**src/rtl/load_store_unit.sv**
```systemverilog
// Load/store unit between execute and a word-wide registered RAM: issues byte-enabled word
// accesses, aligns store data, extends load data and splits word-crossing accesses in two.
module load_store_unit #(
   parameter bit ALLOW_MISALIGNED = 1'b1
) (
   input  logic        clk,
   input  logic        rst_n,
   input  logic        req_valid,
   output logic        req_ready,
   input  logic        req_load,
   input  logic [1:0]  req_size,
   input  logic        req_unsign,
   input  logic [31:0] req_addr,
   input  logic [31:0] req_wdata,
   output logic        rsp_valid,
   input  logic        rsp_ready,
   output logic [31:0] rsp_rdata,
   output logic        rsp_err,
   output logic        mem_en,
   output logic        mem_we,
   output logic [29:0] mem_addr,
   output logic [3:0]  mem_be,
   output logic [31:0] mem_wdata,
   input  logic [31:0] mem_rdata
);

   typedef enum logic [2:0] {IDLE, REQ0, DAT0, REQ1, DAT1, RESP} state_t;

   state_t state, state_nxt;

   // Request decode, only meaningful while IDLE.
   logic [7:0]  d_base, d_mask;
   logic [63:0] d_sdata;
   logic        d_split, d_err, accept;

   // Captured request and read words.
   logic        ld_q, uns_q, split_q;
   logic [1:0]  size_q, off_q;
   logic [29:0] w1_q;
   logic [3:0]  be1_q;
   logic [31:0] sdat1_q, r0_q, r1_q;

   // Load extraction.
   logic [31:0] lo, hi, ext;
   logic [63:0] shifted;

   // Next values of the registered outputs.
   logic        en_nxt, we_nxt, valid_nxt, err_nxt;
   logic [29:0] addr_nxt;
   logic [3:0]  be_nxt;
   logic [31:0] wdata_nxt, rdata_nxt;

   assign req_ready = (state == IDLE);
   assign accept    = req_valid && req_ready;

   always_comb begin
      case (req_size)
         2'b00:   d_base = 8'h01;
         2'b01:   d_base = 8'h03;
         default: d_base = 8'h0F;
      endcase
      d_mask  = d_base << req_addr[1:0];
      d_split = |d_mask[7:4];
      d_err   = (req_size == 2'b11) || (d_split && !ALLOW_MISALIGNED);
      d_sdata = {32'b0, req_wdata} << {req_addr[1:0], 3'b000};
   end

   // The word arriving this cycle is used directly so the response is ready on RESP entry.
   always_comb begin
      lo      = (state == DAT0) ? mem_rdata : r0_q;
      hi      = (state == DAT1) ? mem_rdata : r1_q;
      shifted = {hi, lo} >> {off_q, 3'b000};
      case (size_q)
         2'b00:   ext = {{24{!uns_q && shifted[7]}}, shifted[7:0]};
         2'b01:   ext = {{16{!uns_q && shifted[15]}}, shifted[15:0]};
         default: ext = shifted[31:0];
      endcase
   end

   // NOTE: every signal written here gets a default first, so no path can infer a latch.
   always_comb begin
      state_nxt = state;
      case (state)
         IDLE: if (accept) state_nxt = d_err ? RESP : REQ0;
         REQ0: state_nxt = ld_q ? DAT0 : (split_q ? REQ1 : RESP);
         DAT0: state_nxt = split_q ? REQ1 : RESP;
         REQ1: state_nxt = ld_q ? DAT1 : RESP;
         DAT1: state_nxt = RESP;
         RESP: if (rsp_ready) state_nxt = IDLE;
         default: state_nxt = IDLE;
      endcase

      en_nxt    = 1'b0;
      we_nxt    = 1'b0;
      be_nxt    = 4'b0;
      addr_nxt  = mem_addr;
      wdata_nxt = mem_wdata;
      if (state_nxt == REQ0) begin
         en_nxt    = 1'b1;
         we_nxt    = !req_load;
         be_nxt    = d_mask[3:0];
         addr_nxt  = req_addr[31:2];
         wdata_nxt = d_sdata[31:0];
      end else if (state_nxt == REQ1) begin
         en_nxt    = 1'b1;
         we_nxt    = !ld_q;
         be_nxt    = be1_q;
         addr_nxt  = w1_q;
         wdata_nxt = sdat1_q;
      end

      valid_nxt = (state_nxt == RESP);
      err_nxt   = valid_nxt && ((state == IDLE) ? d_err : rsp_err);
      rdata_nxt = 32'b0;
      if (valid_nxt) begin
         if (state == RESP)                                rdata_nxt = rsp_rdata;
         else if (ld_q && (state == DAT0 || state == DAT1)) rdata_nxt = ext;
      end
   end

   // NOTE: sequential state uses non-blocking assignments so all flops update together.
   always_ff @(posedge clk) begin
      if (!rst_n) begin
         state     <= IDLE;
         mem_en    <= 1'b0;
         mem_we    <= 1'b0;
         mem_be    <= 4'b0;
         mem_addr  <= 30'b0;
         mem_wdata <= 32'b0;
         rsp_valid <= 1'b0;
         rsp_err   <= 1'b0;
         rsp_rdata <= 32'b0;
      end else begin
         state     <= state_nxt;
         mem_en    <= en_nxt;
         mem_we    <= we_nxt;
         mem_be    <= be_nxt;
         mem_addr  <= addr_nxt;
         mem_wdata <= wdata_nxt;
         rsp_valid <= valid_nxt;
         rsp_err   <= err_nxt;
         rsp_rdata <= rdata_nxt;
      end
   end

   // NOTE: pure datapath registers carry no reset; the FSM never consumes them before a capture.
   always_ff @(posedge clk) begin
      if (accept) begin
         ld_q    <= req_load;
         uns_q   <= req_unsign;
         size_q  <= req_size;
         off_q   <= req_addr[1:0];
         split_q <= d_split;
         w1_q    <= req_addr[31:2] + 30'd1;
         be1_q   <= d_mask[7:4];
         sdat1_q <= d_sdata[63:32];
      end
      if (state == DAT0) r0_q <= mem_rdata;
      if (state == DAT1) r1_q <= mem_rdata;
   end

endmodule

```
**config.mk**
```make
export PLATFORM = sky130hd
export DESIGN_NAME = load_store_unit
export DESIGN_NICKNAME = d
export VERILOG_FILES = /design/src/rtl/load_store_unit.sv
export SDC_FILE = /design/constraint.sdc
export NUM_CORES = 1
export LEC_CHECK = 0
export BUFFER_PORTS_ARGS = -buffer_cell sky130_fd_sc_hd__buf_2
export CORE_UTILIZATION = 55
export CTS_BUF_LIST = sky130_fd_sc_hd__clkbuf_16
export DETAILED_ROUTE_END_ITERATION = 10
export GPL_TIMING_DRIVEN = 0
export HOLD_SLACK_MARGIN = 0.1
export PLACE_DENSITY = 0.86
export SLEW_MARGIN = 10
export SYNTH_ARGS = -nofsm -noshare
export SYNTH_HDL_FRONTEND = slang
export SYNTH_SLANG_ARGS = --single-unit
```
**constraint.sdc**
```tcl
create_clock -name clk -period 3.01 [get_ports clk]
set_input_delay 0.301 -clock clk [delete_from_list [all_inputs] [get_ports clk]]
set_output_delay 0.301 -clock clk [all_outputs]
set_load 0.01 [all_outputs]
```
# Yosys cells after proc, flatten, opt, wreduce, memory -nomap -nowiden
# Cells that the tools add are included.
[classes]
n_addsub = 1
n_eq_ne = 11
n_shift = 3
mux = 23
n_reduce_logical = 15
[op_table]
columns = ["operator", "count"]
rows = [
  ["32-bit 2-to-1 mux", 5],
  ["32-bit case mux with 2 select lines", 1],
  ["32-bit by 5-bit << shifter with 64-bit output", 1],
  ["64-bit by 5-bit right shift with 32-bit output", 1],
  ["30-bit 2-to-1 mux", 2],
  ["30-bit by 1-bit adder with 30-bit output, second input constant", 1],
  ["3-bit case mux with 6 select lines", 1],
  ["3-bit 2-to-1 mux", 5],
  ["3-bit by 2-bit equality test with 1-bit output, second input constant", 3],
  ["3-bit equality test, second input constant", 3],
  ["4-bit 2-to-1 mux", 2],
  ["4-bit case mux with 2 select lines", 1],
  ["8-bit by 2-bit << shifter with 8-bit output", 1],
  ["3-bit by 1-bit equality test with 1-bit output, second input constant", 2],
  ["1-bit 2-to-1 mux", 6],
  ["1-bit logical AND", 5],
  ["2-bit by 1-bit equality test with 1-bit output, second input constant", 2],
  ["2-bit zero test", 2],
  ["4-bit OR reduction", 1],
  ["1-bit zero test", 3],
  ["3-bit zero test", 1],
  ["2-bit equality test, second input constant", 1],
  ["2-bit AND reduction", 1],
  ["2-bit nonzero test", 1],
  ["1-bit logical OR", 1],
]
[word_totals]
regBits = 242
elab_cells = 72

# Longest topological paths before layout
[logic_depth]
ltp_word = 7
mapped_depth = 8

# Least setup slack after synthesis
# OpenSTA, ideal clock, no wires.
[synth_timing]
path_type = "register to register"
from = "register state[0]"
to = "register be1_q[0] (enable)"
setup_ps = 418
t_arrival_ps = 2195
t_required_ps = 2592
setup_slack_ps = 397
stages_incl_launch_ff = 3
path_buffers = 0
synth_period_minus_slack_ps = 2613
cell_sequence = "dfxtp_1 or4b_1 inv_1"
[synth_between]
elab_chain_cells = 2
[synth_rtl]
columns = ["element", "line", "rtl"]
rows = [
  ["from (decl)", "29", "state_t state, state_nxt;"],
  ["from (signal assigned)", "134", "state <= state_nxt;"],
  ["3-bit zero test", "53", "assign req_ready = (state == IDLE);"],
  ["1-bit logical AND", "54", "assign accept = req_valid && req_ready;"],
  ["to (signal assigned)", "155", "be1_q <= d_mask[7:4];"],
  ["to (decl)", "40", "logic [3:0] be1_q;"],
]
# Every way passes these cells.
# A chain may end at the register's enable or synchronous reset.

# Final worst setup path
[layout_timing]
from = "register state[2]"
to = "register mem_wdata[15]"
[layout_between]
elab_chain_cells = 6
word_cells_on_any_way = 14
classes_between = "eq/ne: 7; mux: 4; reduce/logical: 3"
[layout_rtl]
columns = ["element", "line", "rtl"]
rows = [
  ["3-bit zero test", "53, 83", ""],
  ["1-bit logical AND", "54", ""],
  ["3-bit 2-to-1 mux", "84", "IDLE: if (accept) state_nxt = d_err ? RESP : REQ0;"],
  ["3-bit case mux with 6 select lines (*)", "83", "case (state)"],
  ["3-bit by 1-bit equality test with 1-bit output or 3-bit by 2-bit equality test with 1-bit output (tied branches)", "98, 104", ""],
  ["32-bit 2-to-1 mux or 2-bit nonzero test (tied branches)", "--", ""],
  ["to (signal assigned)", "139", "mem_wdata <= wdata_nxt;"],
  ["to (decl)", "23", "output logic [31:0] mem_wdata,"],
]
# Every way passes the cells marked *; elsewhere a longest branch is shown, timed or not.

==> metrics.csv <==
metric;value;unit
run status;finished, final reports clean;
top post-synthesis cells by area;dfxtp_1 31%, edfxtp_1 18%, mux2i_1 8.1%;
cell taking the most area after synthesis;dfxtp_1;
Setup Viol. Count Final;0;
Remaining DRCs;0;
Mapped Cells;984;
Power Density;794;mW/mm2
Die X;140;um
Hold Fails Final Rpt;0;
Row Count;50;
clock sink total;225;
CP top delay family;compound AO/OA/AOI/OAI gates;
Period Utilization, post-route;0.858;
most frequent cells in the layout;220 x buf_2, 161 x dfxtp_1, 128 x nand2_1;
share of cells above drive strength 1;0.279;
fin cells;1541;
ys flop type;dfxtp_1;
Total Wirelength;31.0;mm
DRT antenna net count;0;
drt first pass iters;6;
Skew-Pair Late Insertion Delay;0.53;ns
type of the worst setup path;reg -> reg;
crit path max fanout;10;
MaxCap Viol Count;0;
IO Pins;207;
unrepaired setup endpoints after global routing;no;
Slew Viols, Final;0;
cts bufs inserted;25;
per-cell routed wire length;20.1;um
Critical Path Start Type;flop;
# placed instances;1424;
first-pass GRT wire length;47.9;mm
CTS Root Cell;clkbuf_16;
Final min period;2.58;ns
worst hold path class;in -> reg;
met2 Usage GRT;0.544;
Post-Syn Area;0.0104;mm2
EDFF count, synth;64;
die area;0.0195;mm2
top cell type's share of synthesized area;0.309;
Buffers & Inverters on Critical Path;2;
Required @ worst endpoint;3.41;ns
leakage;0.00607;uW
DP HPWL;20.3;mm
Core Area;0.0186;mm2
slowest cell on the critical path;dfxtp_1;
gr ovfl total;0;
Reg2Reg Setup Slack;0.43;ns
Layout Area Growth over Synthesis;27.0;%
Yosys reg bits;225;
worst slew pin tran;0.874;ns
clk slew on worst S/H paths;0.06;ns
Yosys cell types;77;
diode count;0;
GRT busiest layer;met2;
routed via count;9213;
met3 usage;0.0568;
mean post-synth cell area;10.6;um2
Die Ht;140;um
H-tree Lvls;1;
Power, Total;10500;uW
port buffer count;206;
Clock Skews;0.0120;ns
register area share after synthesis;0.493;
cells along the critical path;buf_6 -> nor2b_1 -> a21oi_2 -> nand4_1 -> clkbuf_1 -> a221oi_1 -> nor3_1;
vias per inst;5.98;
NumNets Final;1393;
Data arrival, critical path;2.98;ns
routability cong.;0.887;
Worst IR Drop VDD;0.610;mV
pin count of the biggest net entering global routing;65;
syn nets;1089;
Synth Warn #;0;
Critical Path Sink Type;flop;
Hold Buf Count CTS;71;
Clock Tree Buf Depth;3;
antenna violations before repair;1;
Fmax;0.387;GHz
Worst path max stage delay;0.44;ns
number of global-route vias before repair;9198;
Initial Utilization;0.560;
Initial DRC Count;937;
CTS tree;built;
FFs w/ async S/R, synth;0;
Final Util;0.711;
Tot GR Track Use;0.311;
met1 Track Usage GR;0.372;
commonest non-fill, non-tap cell in the layout;buf_2;
post-cts resize count;0;
max_slew headroom;0.418;
Post-CTS Setup Inserts;0;
## path summary, 6_finish.rpt
path,start,endpoint,cells past startpoint
min,req_wdata[24],sdat1_q[0],2
max,state[2],mem_wdata[15],7
max reg2reg,state[2],mem_wdata[15],7
min reg2reg,rsp_rdata[9],rsp_rdata[9],2
## power by group
group	switching, uW	total, uW	internal [uW]
Clock	1260	2890	1620
Sequential	329	4240	3910
Combinational	2000	3390	1390
Total	3590	10500	6920
## cells by family after synthesis
group,count (synthesis),share of synthesized area
adders and majority gates,1,0.00120
buffers and inverters,121,0.0601
AOI/OAI and AO/OA,163,0.138
xor gates and xnor gates,29,0.0243
DFF,225,0.493
muxes,127,0.140
and+or+nand+nor,318,0.144
## per-stage QoR
stage / setup WS [ns] / hold slack, ns / setup TNS (ns) / instance area [um2]
global placement: -0.230 / 0.430 / -14.50 / 11800
finish: 0.428 / 0.119 / 0 / 13200
global route: 0.288 / 0.123 / 0 / 13200
detailed placement: 0.519 / 0.439 / 0 / 11800
CTS: 0.471 / 0.100 / 0 / 13200
floorplan: 0.397 / 0.400 / 0 / 10400
## area by class of cell
type,instances,area (um2)
Buffer,68,428
Clock buffer,27,676
Clock inverter,19,103
Fill cell,1243,5390
Inverter,53,201
Multi-Input combinational cell,638,4660
Sequential cell,225,5140
Tap cell,234,293
Timing Repair Buffer,277,1740
## synth_stat cells, types with 8 or more instances
cell / instances
a222oi_1: 8
o211ai_1: 12
a21oi_1: 12
o211ai_2: 11
and3_1: 15
nand3_1: 11
mux2i_1: 84
nand4_1: 8
buf_2: 14
a221oi_1: 23
o21ai_1: 9
buf_4: 10
or2_2: 8
a22oi_1: 8
xor2_1: 10
inv_1: 53
xnor2_1: 19
nor3_1: 17
nor2_1: 97
dfxtp_1: 161
buf_6: 13
a311oi_1: 27
nand2_1: 128
a32oi_1: 8
edfxtp_1: 64
clkbuf_1: 27
a211oi_1: 8
mux2_2: 29
a22o_1: 8
## flip-flops by register name, indices dropped and copies added (netlist names)
signal	count
size_q	2
mem_wdata	32
mem_addr	30
r0_q	32
uns_q	1
rsp_valid	1
off_q	2
ld_q	1
w1_q	30
mem_be	4
split_q	1
be1_q	3
r1_q	24
mem_en	1
state	3
sdat1_q	24
mem_we	1
rsp_err	1
rsp_rdata	32
## layer usage
metal,wire [um],vias up
met5,8,-
met4,1210,2
met3,3100,93
met2,15200,577
met1,11400,4374
li1,-,4167
Power figures use the tool's default switching activity.
